<file path="config.mk">
export PLATFORM = sky130hd
export DESIGN_NAME = rom_scan_ctrl
export DESIGN_NICKNAME = d
export VERILOG_FILES = /design/src/rtl/rom_scan_pkg.sv /design/src/rtl/rom_scan_acc.sv /design/src/rtl/rom_scan_ctrl.sv
export SDC_FILE = /design/constraint.sdc
export NUM_CORES = 1
export LEC_CHECK = 0
export CORE_ASPECT_RATIO = 0.75
export CORE_MARGIN = 10
export CORE_UTILIZATION = 44
export CTS_CLUSTER_DIAMETER = 150
export DETAILED_ROUTE_END_ITERATION = 7
export PLACE_DENSITY_LB_ADDON = 0.15
export SLEW_MARGIN = 20
export SYNTH_ARGS = -nofsm -noshare
export SYNTH_HDL_FRONTEND = slang
export SYNTH_SLANG_ARGS = --single-unit
</file>
<file path="constraint.sdc">
create_clock -name clk -period 2 [get_ports clk]
set_input_delay 0.3 -clock clk [delete_from_list [all_inputs] [get_ports clk]]
set_output_delay 0.3 -clock clk [all_outputs]
set_load 0.1 [all_outputs]
</file>
<file path="src/rtl/rom_scan_pkg.sv">
// rom_scan_pkg: shared sizes and FSM state encoding for the ROM scan sequencer
package rom_scan_pkg;
    localparam int ADDR_W_DEF = 4;
    localparam int DATA_W_DEF = 8;
    localparam int SUM_W_DEF  = DATA_W_DEF + ADDR_W_DEF;
    localparam int ROM_DEPTH  = 1 << ADDR_W_DEF;
    typedef enum logic [1:0] {IDLE, READ, HOLD, FIN} state_t;
endpackage

</file>
<file path="src/rtl/rom_scan_acc.sv">
// rom_scan_acc: running sum, maximum and delivered-word count for one scan
module rom_scan_acc #(
    parameter int ADDR_W = 4,
    parameter int DATA_W = 8,
    parameter int SUM_W  = 12
) (
    input  logic              clk,
    input  logic              rst,
    input  logic              clr,
    input  logic              upd,
    input  logic              inc,
    input  logic [DATA_W-1:0] data,
    output logic [SUM_W-1:0]  sum,
    output logic [DATA_W-1:0] max_val,
    output logic [ADDR_W:0]   cnt
);
    always_ff @(posedge clk) begin
        if (rst || clr) begin
            sum     <= '0;
            max_val <= '0;
            cnt     <= '0;
        end else begin
            if (upd) begin
                sum     <= sum + SUM_W'(data);
                max_val <= data > max_val ? data : max_val;
            end
            if (inc) cnt <= cnt + (ADDR_W+1)'(1);
        end
    end
endmodule

</file>
<file path="src/rtl/rom_scan_ctrl.sv">
// rom_scan_ctrl: walks a wrapping ROM address window and streams words over valid/ready
module rom_scan_ctrl
    import rom_scan_pkg::*;
#(
    parameter int ADDR_W = ADDR_W_DEF,
    parameter int DATA_W = DATA_W_DEF,
    parameter int SUM_W  = SUM_W_DEF
) (
    input  logic              clk,
    input  logic              rst,
    input  logic              start,
    input  logic [ADDR_W-1:0] first_addr,
    input  logic [ADDR_W-1:0] last_addr,
    output logic [ADDR_W-1:0] rom_addr,
    output logic              rom_rd_en,
    input  logic [DATA_W-1:0] rom_data,
    output logic [DATA_W-1:0] out_data,
    output logic              out_valid,
    input  logic              out_ready,
    output logic              busy,
    output logic              done,
    output logic [SUM_W-1:0]  sum,
    output logic [DATA_W-1:0] max_val,
    output logic [ADDR_W:0]   cnt
);
    state_t state;
    logic [ADDR_W-1:0] last_q;
    logic clr, upd, inc;

    assign clr = state == IDLE && start;
    assign upd = state == READ;
    assign inc = state == HOLD && out_ready;

    rom_scan_acc #(.ADDR_W(ADDR_W), .DATA_W(DATA_W), .SUM_W(SUM_W)) u_acc (
        .clk(clk), .rst(rst), .clr(clr), .upd(upd), .inc(inc),
        .data(rom_data), .sum(sum), .max_val(max_val), .cnt(cnt)
    );

    always_ff @(posedge clk) begin
        if (rst) begin
            state     <= IDLE;
            last_q    <= '0;
            rom_addr  <= '0;
            rom_rd_en <= 1'b0;
            out_data  <= '0;
            out_valid <= 1'b0;
            busy      <= 1'b0;
            done      <= 1'b0;
        end else begin
            unique case (state)
                IDLE: if (start) begin
                    last_q    <= last_addr;
                    rom_addr  <= first_addr;
                    rom_rd_en <= 1'b1;
                    busy      <= 1'b1;
                    state     <= READ;
                end
                READ: begin
                    out_data  <= rom_data;
                    out_valid <= 1'b1;
                    rom_rd_en <= 1'b0;
                    state     <= HOLD;
                end
                HOLD: if (out_ready) begin
                    out_valid <= 1'b0;
                    if (rom_addr == last_q) begin
                        done  <= 1'b1;
                        state <= FIN;
                    end else begin
                        rom_addr  <= rom_addr + ADDR_W'(1);
                        rom_rd_en <= 1'b1;
                        state     <= READ;
                    end
                end
                FIN: begin
                    done  <= 1'b0;
                    busy  <= 1'b0;
                    state <= IDLE;
                end
            endcase
        end
    end
endmodule

</file>
==> results of run 1 <==
timing repair:
item | CTS | global route
hold endpoints to repair | 0 | 0
pin swaps | 0 | 6
buffers inserted | 0 | 1
resized for setup | 5 | 18
endpoints found under the setup margin | 12 | 13
state kept, by name (all words and copies together), names as in the netlist:
register	cells
busy	1
done	1
last_q	4
out_data	8
out_valid	1
rom_addr	4
rom_rd_en	1
state	2
u_acc.cnt	5
u_acc.max_val	8
u_acc.sum	12
per-layer routing:
metal	GRT usage (%)	wire, µm	vias up
met4	4.48	67	0
li1	-	-	1182
met1	18.0	3050	1036
met3	5.40	496	8
met2	21.9	2750	52
met5	0	0	-
report_power, final:
part / switching, mW / internal [mW] / total (mW) / leakage (nW)
registers: 0.0383 / 0.975 / 1.01 / 0.394
clock network: 0.354 / 0.253 / 0.607 / 0.0489
logic: 0.480 / 0.250 / 0.730 / 1.02
critical path, cell delays in order, from the launching register on:
cell and delay (ns):
dfxtp_4 0.37, ha_1 0.27, a211oi_1 0.06, buf_4 0.14, o21bai_2 0.17, a311oi_1 0.11
buf_4 0.16, or4_4 0.42, a21oi_2 0.15
cell usage in the layout (no fill, tap or decap), types with 7 or more instances in the layout:
| master | instances |
|---|---|
| a21oi_1 | 30 |
| nor2_1 | 26 |
| dfxtp_1 | 27 |
| nand2_1 | 36 |
| nand3_1 | 12 |
| dfxtp_4 | 8 |
| xnor2_1 | 10 |
| inv_1 | 11 |
| buf_4 | 80 |
| clkdlybuf4s50_1 | 14 |
| ha_1 | 14 |
| mux2i_1 | 7 |
| dfxtp_2 | 12 |
| o21ai_0 | 11 |
logic make-up after synthesis:
| kind of cell | share of synthesized area (%) |
|---|---|
| AO/OA/AOI/OAI | 18.2 |
| buffers and inverters | 4.68 |
| AND/OR/NAND/NOR | 19.5 |
| adder cells (fa/ha/maj) | 10.2 |
| flip-flops | 39.1 |
| multiplexers | 2.91 |
| XOR/XNOR | 5.46 |
stage by stage:
step	TNS, ns	utilization [%]	instances	setup WS [ns]	hold WS [ns]
2_1_floorplan	0	-	286	0.0246	0.436
3_3_place_gp	-4.77	61.3	445	-0.374	0.444
3_5_place_dp	-5.28	61.3	445	-0.398	0.452
4_1_cts	0	63.5	453	0.00678	0.466
5_1_grt	0	64.8	454	0.00260	0.419
6_report	0	64.8	454	0.0934	0.404
final cells by class:
class	count	area (µm²)	area share [%]
Tap cell	75	93.8	2.72
Clock inverter	3	22.5	0.653
Multi-Input combinational cell	214	1440	41.8
Clock buffer	5	68.8	1.99
Inverter	11	41.3	1.20
Timing Repair Buffer	99	796	23.1
Sequential cell	47	986	28.6
final timing paths:
check / end / from / cells after the start
setup / recovery: u_acc.sum[11] / u_acc.sum[1] / 8
hold / removal: out_data[0] / rom_data[0] / 4
setup reg to reg: u_acc.sum[11] / u_acc.sum[1] / 8
hold reg to reg: out_data[0] / out_data[0] / 2
==> metrics.txt, run 1 <==
outcome=finished clean; GPL Wtd Cong=0.799; FF+latch count, synth=47; Area Growth Syn to Fin=43.4%; number of global-route vias before repair=2,301; synthesized area per cell=8.41 µm²; Synth Warn #=0; Hold Path Class=in -> reg; Leak=1.46 nW; ys flop type=dfxtp_1; via count=2,278; ys async rst share=0%; TritonCTS clock tree=done; RSZ-0062 raised after global routing=no; Initial Util=45.2%; clk_lat worst skew=0.31 ns; Worst-path clk slew=0.10 ns; initial antenna violation count=0; commonest cells in the netlist=dfxtp_1 (47), nand2_1 (36), a21oi_1 (34); Die H=84.0 µm; Detail Route Antenna Nets=0; relative slew slack=70.9%; Power Total=2.35 mW; R2R setup slack=0.09 ns; Horiz. Die Dim=105 µm; Via-to-Cell Ratio=5.02; type of origin of the critical path=flop; Design Area, Final=3450 µm²; CP max FO=4; Worst EP arrival=2.15 ns; critical path capture point type=flop; main area contributors after synthesis=dfxtp_1 (39%), ha_1 (9.4%), a21oi_1 (7.1%); post-route clock period utilization=95.3%; Overflow after GRT=0; layout net count=417; first-pass GRT wire length=10,700 µm; Final Hold Vio Count=0; Cell Rows=23; share of cells above drive strength 1=33.5%; Placed Area=3270 µm²; worst slew pin tran=0.436 ns; # port buffers=60; Synth top area share=39.1%; area of the core=5320 µm²; Clock Tree Buf Depth=2; DR pass1 iterations=4; ANT cells=0; H-tree levels=2; CTS Buf Count=5; I/O pins=61; Syn Inst Count=286; CTS sink count=47; EDFF count, synth=0; fill cell count=482; Max Transition Viols Final=0; DRT Wirelength=6360 µm; largest net degree at the start of global routing=17; dpl hpwl=4970 µm; Die Area=8850 µm²; WL/cell=14.0 µm; CP Class=reg -> reg; Power Dens Cells=681 nW/µm²; Max Cap Violations=0; count leader, synth=dfxtp_1; Synth area leader=dfxtp_1; Synth Net Count=325; Setup-failing EPs final=0; DR iter-0 viols=109; clock root buffer master=clkbuf_8; Synth Cell Area=2400 µm²; sequential area share after synthesis=39.1%; CP required=2.25 ns; Final min period=1.91 ns; GRT Util Overall=14.3%; CTS Hold Buffers Added=0; fmax=524 MHz; number of library cell types mapped by synthesis=44; DR DRC count=0; VDD IR max=0.000359 V; Setup Skew=0.00899 ns
Power figures use the tool's default switching activity.
==> run 2, diff against run 1 <==
--- a/config.mk
+++ b/config.mk
@@ -10,6 +10,7 @@
 export CORE_UTILIZATION = 44
 export CTS_CLUSTER_DIAMETER = 150
 export DETAILED_ROUTE_END_ITERATION = 7
+export HOLD_SLACK_MARGIN = 0.06
 export PLACE_DENSITY_LB_ADDON = 0.15
 export SLEW_MARGIN = 20
 export SYNTH_ARGS = -nofsm -noshare
==> results of run 2 <==
Final layout, timing and power as in run 1 (identical DEF).
==> run 3, diff against run 2 <==
--- a/config.mk
+++ b/config.mk
@@ -5,8 +5,8 @@
 export SDC_FILE = /design/constraint.sdc
 export NUM_CORES = 1
 export LEC_CHECK = 0
+export ABC_CLOCK_PERIOD_IN_PS = 2000
 export CORE_ASPECT_RATIO = 0.75
-export CORE_MARGIN = 10
 export CORE_UTILIZATION = 44
 export CTS_CLUSTER_DIAMETER = 150
 export DETAILED_ROUTE_END_ITERATION = 7
==> run 3 against run 2 <==
Clock-buffer cell count is 1 higher. Non-clock buffer count is 1 lower. Critical path depth stayed put. Clock power is 3% higher. Die area is 35% lower. Sequential power hardly changed. Critical path type unchanged. Sequential cell count stayed put. Wire length is 3.8% lower.
==> metrics.txt, run 3 (synthesis gave the netlist of run 1 again) <==
outcome=finished clean; biggest regs=u_acc.sum x12, out_data x8, u_acc.max_val x8; worst path cell trace=ha_1, a211oi_1, buf_4, o21bai_2, a311oi_2, buf_4, or4_1, a21oi_1; Area Growth Syn to Fin=43.9%; R2R setup slack=0.10 ns; number of global-route vias before repair=2,168; Leak=1.47 nW; fin worst setup slack=0.103 ns; CP max FO=4; Post-Place Setup Slack=-0.442 ns; most frequent cells in the layout=buf_4 (79), nand2_1 (36), a21oi_1 (31); TritonCTS clock tree=done; critical path capture point type=flop; final setup TNS=0 ns; fmax=527 MHz; GPL Wtd Cong=0.835; first-pass GRT wire length=10,100 µm; Worst-path clk slew=0.09 ns; relative slew slack=78.5%; Power Dens Cells=684 nW/µm²; I/O pins=61; initial antenna violation count=0; most common cell after layout, fill and taps aside=buf_4; layout net count=416; Cell Rows=22; H-tree levels=2; max reg flops=12; area of the multi-input gates=1450 µm²; largest net degree at the start of global routing=16; via count=2,295; Worst EP arrival=2.14 ns; RSZ-0062 raised after global routing=no; DR pass1 iterations=4; Max Cap Violations=0; CTS Hold Buffers Added=0; Crit-path slowest cell=or4_1; CTS sink count=47; Max Transition Viols Final=0; DR iter-0 viols=80; Overflow after GRT=0; dpl hpwl=4570 µm; type of origin of the critical path=flop; clock root buffer master=clkbuf_8; Die Area=5770 µm²; Via-to-Cell Ratio=5.10; post-route clock period utilization=94.9%; Reg with most FFs=u_acc.sum; DR DRC count=0; CP max stage delay=0.39 ns; Final Hold Vio Count=0; WL/cell=13.6 µm; CTS Buf Count=5; worst slew pin tran=0.322 ns; Setup Skew=0.00866 ns; Power Total=2.37 mW; VDD IR max=0.000362 V; share of cells above drive strength 1=33.1%; Clock Tree Buf Depth=2; area of the core=5060 µm²; CP Class=reg -> reg; Hold Path Class=in -> reg; fill cell count=443; # port buffers=60; most frequent CP cell=buf_4; CP required=2.25 ns; Reg area=986 µm²; GRT Util Overall=22.7%; Setup-failing EPs final=0; Final min period=1.90 ns; clk_lat worst skew=0.31 ns; Die H=66.0 µm; Initial Util=47.5%; Detail Route Antenna Nets=0; ANT cells=0; Horiz. Die Dim=87.4 µm; DRT Wirelength=6120 µm
run 3: cell types whose count changed in the layout (fill, tap and decap cells not counted), sizes merged:
cell          change
dlygate4sd2       -1
dlymetal6s2s      +1
buf               -1
clkbuf            +1
inv               -1
run 3: metrics by stage:
step                      instances  util [%]  area [µm²]  hold WS [ns]
after floorplan                 286         -        2460         0.436
after CTS                       448      66.2        3350         0.467
final                           450      68.3        3460         0.438
after global routing            450      68.3        3460         0.429
after detailed placement        440      64.1        3250         0.453
after global placement          440      64.1        3250         0.444
run 3: repair_timing:
action,in CTS,in global routing
setup endpoints to repair,12,13
buffers inserted,0,2
pin swaps,0,9
resized for setup,4,18
run 3: layout make-up:
class | instances | area share (%)
multi-input cells | 214 | 42.0
inverters | 11 | 1.19
clock buffers | 6 | 2.39
flip-flops and latches | 47 | 28.5
well taps | 72 | 2.60
clock inverters | 2 | 0.434
repair buffers | 98 | 22.9
run 3: layer usage:
layer	up-vias	share of wire [%]	track usage (%)
met2	50	44	36.5
met5	-	0	0
met3	7	4.4	4.37
li1	1180	-	-
met4	0	1.2	7.38
met1	1058	51	30.5
run 3: worst max-delay path: cells and delay by family (launching register included):
family	cells	cell delay (ns)
fa+ha+maj	1	0.28
compound gates	4	0.50
buf+inv	2	0.30
simple gates	1	0.39
flops	1	0.37
run 3: worst paths after layout:
check                             startpoint  cells after the start             to
worst max-delay path            u_acc.sum[1]                      8  u_acc.sum[11]
worst min-delay path             rom_data[0]                      4    out_data[0]
worst max register to register  u_acc.sum[1]                      8  u_acc.sum[11]
worst min register to register     rom_rd_en                      2      rom_rd_en
run 3: power by group:
group	switching (mW)	internal (mW)	total (mW)
combinational	0.482	0.250	0.732
clock	0.339	0.284	0.623
sequential	0.0383	0.975	1.01
total	0.859	1.51	2.37
